$ cat src/rtl/fifo_serializer.sv
// fifo_serializer: consumer end of a show-ahead FIFO. Pops DATA_W-bit words
// and shifts them out one bit per accepted beat on a serial valid/ready link.
// Optional even-parity trailer beat when FIFO_SER_PARITY_EN is defined.
module fifo_serializer #(
    parameter int DATA_W    = 8,
    parameter int MSB_FIRST = 1
) (
    input  logic              clk,
    input  logic              rst,
    input  logic              fifo_val,
    input  logic [DATA_W-1:0] fifo_out,
    output logic              fifo_read,
    output logic              ser_data,
    output logic              ser_val,
    output logic              ser_first,
    output logic              ser_last,
    input  logic              ser_ready,
    output logic              busy
);

    localparam int               CNT_W    = $clog2(DATA_W + 1);
    localparam logic [CNT_W-1:0] LAST_BIT = CNT_W'(DATA_W - 1);

`ifdef FIFO_SER_PARITY_EN
    typedef enum logic [1:0] {IDLE, SHIFT, PAR} state_t;
`else
    typedef enum logic [1:0] {IDLE, SHIFT} state_t;
`endif

    state_t            state, state_n;
    logic [DATA_W-1:0] sreg, sreg_n;
    logic [CNT_W-1:0]  cnt, cnt_n;
    logic [DATA_W-1:0] shifted;
    logic              head_bit;
    logic              frame_end;
`ifdef FIFO_SER_PARITY_EN
    logic              par, par_n;
`endif

    // State, shift register and bit counter; reset discards any word in flight.
    always_ff @(posedge clk) begin
        if (rst) begin
            state <= IDLE;
            sreg  <= '0;
            cnt   <= '0;
`ifdef FIFO_SER_PARITY_EN
            par   <= 1'b0;
`endif
        end else begin
            state <= state_n;
            sreg  <= sreg_n;
            cnt   <= cnt_n;
`ifdef FIFO_SER_PARITY_EN
            par   <= par_n;
`endif
        end
    end

    // Next-state and link outputs; a pop on the final accepted beat reloads
    // the shift register directly so consecutive frames have no idle gap.
    always_comb begin
        state_n   = state;
        sreg_n    = sreg;
        cnt_n     = cnt;
`ifdef FIFO_SER_PARITY_EN
        par_n     = par;
`endif
        fifo_read = 1'b0;
        ser_data  = 1'b0;
        ser_val   = 1'b0;
        ser_first = 1'b0;
        ser_last  = 1'b0;
        frame_end = 1'b0;
        busy      = (state != IDLE);
        head_bit  = (MSB_FIRST != 0) ? sreg[DATA_W-1] : sreg[0];
        shifted   = (MSB_FIRST != 0) ? {sreg[DATA_W-2:0], 1'b0}
                                     : {1'b0, sreg[DATA_W-1:1]};

        case (state)
            IDLE: begin
                fifo_read = fifo_val;
            end
            SHIFT: begin
                ser_val   = 1'b1;
                ser_data  = head_bit;
                ser_first = (cnt == '0);
`ifndef FIFO_SER_PARITY_EN
                ser_last  = (cnt == LAST_BIT);
`endif
                if (ser_ready) begin
                    sreg_n = shifted;
                    cnt_n  = cnt + CNT_W'(1);
                    if (cnt == LAST_BIT) begin
`ifdef FIFO_SER_PARITY_EN
                        state_n = PAR;
`else
                        frame_end = 1'b1;
`endif
                    end
                end
            end
`ifdef FIFO_SER_PARITY_EN
            PAR: begin
                ser_val   = 1'b1;
                ser_data  = par;
                ser_last  = 1'b1;
                frame_end = ser_ready;
            end
`endif
            default: begin
                state_n = IDLE;
            end
        endcase

        if (frame_end) begin
            fifo_read = fifo_val;
            state_n   = IDLE;
            cnt_n     = '0;
        end

        // The FIFO must not lose a word while this block is being reset.
        if (rst) begin
            fifo_read = 1'b0;
        end

        if (fifo_read) begin
            state_n = SHIFT;
            sreg_n  = fifo_out;
            cnt_n   = '0;
`ifdef FIFO_SER_PARITY_EN
            par_n   = ^fifo_out;
`endif
        end
    end

endmodule

$ cat config.mk
export PLATFORM = sky130hd
export DESIGN_NAME = fifo_serializer
export DESIGN_NICKNAME = d
export VERILOG_FILES = /design/src/rtl/fifo_serializer.sv
export SDC_FILE = /design/constraint.sdc
export NUM_CORES = 1
export LEC_CHECK = 0
export CORE_MARGIN = 8
export CORE_UTILIZATION = 51
export CTS_CLUSTER_DIAMETER = 80
export DETAILED_ROUTE_END_ITERATION = 6
export PLACE_DENSITY = 0.91
export SYNTH_ARGS = -nofsm -noshare
export SYNTH_HDL_FRONTEND = slang
export SYNTH_SLANG_ARGS = --single-unit
$ cat constraint.sdc
create_clock -name clk -period 4 [get_ports clk]
set_input_delay 0.8 -clock clk [delete_from_list [all_inputs] [get_ports clk]]
set_output_delay 0.8 -clock clk [all_outputs]
set_load 0.005 [all_outputs]
==> metrics.txt <==
largest family of logic cells by synthesized area compound AO/OA/AOI/OAI gates; Die H 54.6 um; Iter 0 DRT Violations 18; Arr. time, crit path 2690 ps; Synth-to-Final Area Change 25.4%; Post-synth ARST share 0%; crit path kind in -> out; max-slew violation count 0; Yosys cell types 28; worst-path cell chain clkdlybuf4s50_1 > nand4b_2 > a21bo_1 > nor2_1 > clkdlybuf4s50_1; Synth Register Bits 13; WL final 1650 um; worst hold path type reg -> reg; antenna viol nets, final 0; First-pass DRT Iterations 4; min Tclk post-route 3490 ps; Synth Area in Compound Gates 26.9%; final instance area 952 um2; Ports 18; Hold Startpoint cnt[1]$_SDFFE_PP0P_; Nets 111; Synth Area in XOR/XNOR 1.15%; total power 279 uW; power per cell area 293 nW/um2; Crit path depth 5; Mean Syn Cell Area 9.49 um2; routed via count 615; initial antenna violation count 0; end of the worst register-to-register path cnt[3]$_SDFFE_PP0P_; drt wl/cell 14.7 um; Crit-path slowest cell clkdlybuf4s50_1; CP bufs+invs 2; initial core utilization 52.2%; RSZ-0062 raised after global routing no; remaining global-route overflow 0; commonest non-fill, non-tap cells in the layout clkdlybuf4s50_1 (17), dfxtp_1 (13), a21oi_1 (9), a211oi_2 (8); leakage 0.000385 uW; layout cells sized above 1 14.6%; first-pass GRT wire length 2930 um; Max Clock Skew 0.264 ps; adder-cell area share of the yosys netlist 3.29%; Hold Path End cnt[1]$_SDFFE_PP0P_; status completed; H-tree depth 1; Hold Path Cell Cnt 2; CTS max path bufs 2; Hold Buf Count CTS 0; Max Cap Violations 0; Core Rows 14; family with the most delay on the worst path buffers and inverters; Skew-Pair Late Insertion Delay 270 ps; Worst R2R Start state[0]$_SDFFE_PP0P_; final RePlAce weighted congestion 0.810; Post-Synth Simple-Gate Area 19.1%; Mapped Cells 80; Reg2Reg Setup Slack 1970 ps; vias in the first global route 646; Worst EP required 3200 ps; GRT Total Usage 13.4%; R2R cell count 3; die area 2980 um2; CORE AREA 1450 um2; Worst-Margin Slew 543 ps; CTS tree built; CP max FO 10; slew margin rel. 63.8%; Top FF cell, synth dfxtp_1; Worst Setup Start Kind input port; commonest non-fill, non-tap cell in the layout clkdlybuf4s50_1; final hold vios 0; maximum vdd drop 0.000210 V; Post-Synthesis Cell Area 759 um2; Final Setup Violations 0; vias per cell 5.49; Post-DP Area 926 um2; mux cell area share after synthesis 9.23%; Post-CTS Setup Bufs 0; root buffer cell clkbuf_4; fmax 287 MHz; final setup TNS 0 ps; Critical Path Sink Type output pin; sequential fraction of the synthesis area 34.3%; Tcrit/Tclk final 87.2%; Residual DRC 0; TritonCTS Buffers 3; clock sinks 13; synth warn 0; Die Wd 54.6 um; cell mode on critical path clkdlybuf4s50_1; Syn Nets 94; count of flip-flops with a built-in enable after synthesis 0; Critical Path Max Stage Delay 540 ps; PostCTS Resize Cnt 0; Clock transition at path regs 80 ps; diodes inserted 0; largest net degree at the start of global routing 19; hpwl dp 1240 um; I/O Buffers 17
-- per-stage QoR --
step | hold WS, ps | std cells | setup WS (ps) | util (%)
floorplan | 464 | 80 | 1690 | -
global placement | 485 | 108 | 597 | 63.7
detailed placement | 497 | 108 | 532 | 63.7
CTS | 508 | 112 | 526 | 65.5
global route | 550 | 112 | 418 | 65.5
finish | 506 | 112 | 513 | 65.5
-- registers in the layout (all words and copies together) (netlist names) --
signal	count
cnt	4
sreg	8
state	1
-- worst max path at each step --
stage	startpoint	endpoint	slack (ps)
6_report	ser_ready	fifo_read	510
5_1_grt	ser_ready	fifo_read	420
3_5_place_dp	ser_ready	fifo_read	530
4_1_cts	ser_ready	fifo_read	530
3_3_place_gp	ser_ready	fifo_read	600
2_1_floorplan	ser_ready	fifo_read	1690
-- cell type report --
type	instances	area (um2)
multi-input cells	57	453
clock buffers	4	26.3
inverters	4	15.0
flip-flops and latches	13	260
repair buffers	18	178
fillers	125	502
well taps	16	20.0
-- logic make-up (layout without fill, tap and decap cells) --
group	count (synthesis)	count (layout)
AOI/OAI and AO/OA	24	24
xor gates and xnor gates	1	1
adders and majority gates	2	2
buffers and inverters	10	26
DFF	13	13
muxes	7	7
and+or+nand+nor	23	23
-- synthesized netlist by cell type, drive strengths merged (3+ instances only) --
library cell	instances	share of area (%)
a21oi	9	5.9
dfxtp	13	34
mux2i	7	9.2
a211oi	10	15
nand2	3	1.5
nand2b	7	5.8
clkbuf	3	1.5
inv	4	2.0
buf	3	2.6
-- worst min-delay path, delay by kind of cell (launching register included) --
kind / cells / cell delay [ps]
AOI/OAI and AO/OA: 1 / 50
DFF: 1 / 340
and+or+nand+nor: 1 / 60
-- power by group --
part	internal, uW	switching (uW)	total, uW	leakage, uW
registers	137	7.29	144	0.000107
clock network	38.7	42.2	80.9	0.0000150
logic	30.5	22.9	53.4	0.000263
total	206	72.4	279	0.000385
-- per-layer routing --
metal	wire length (um)	up-vias	global-route usage, %
met5	0	-	0
met3	24	2	3.53
met2	755	13	20.0
met1	846	282	17.2
met4	19	0	6.97
li1	-	318	-
No activity file was read; power rests on OpenSTA's default activity.
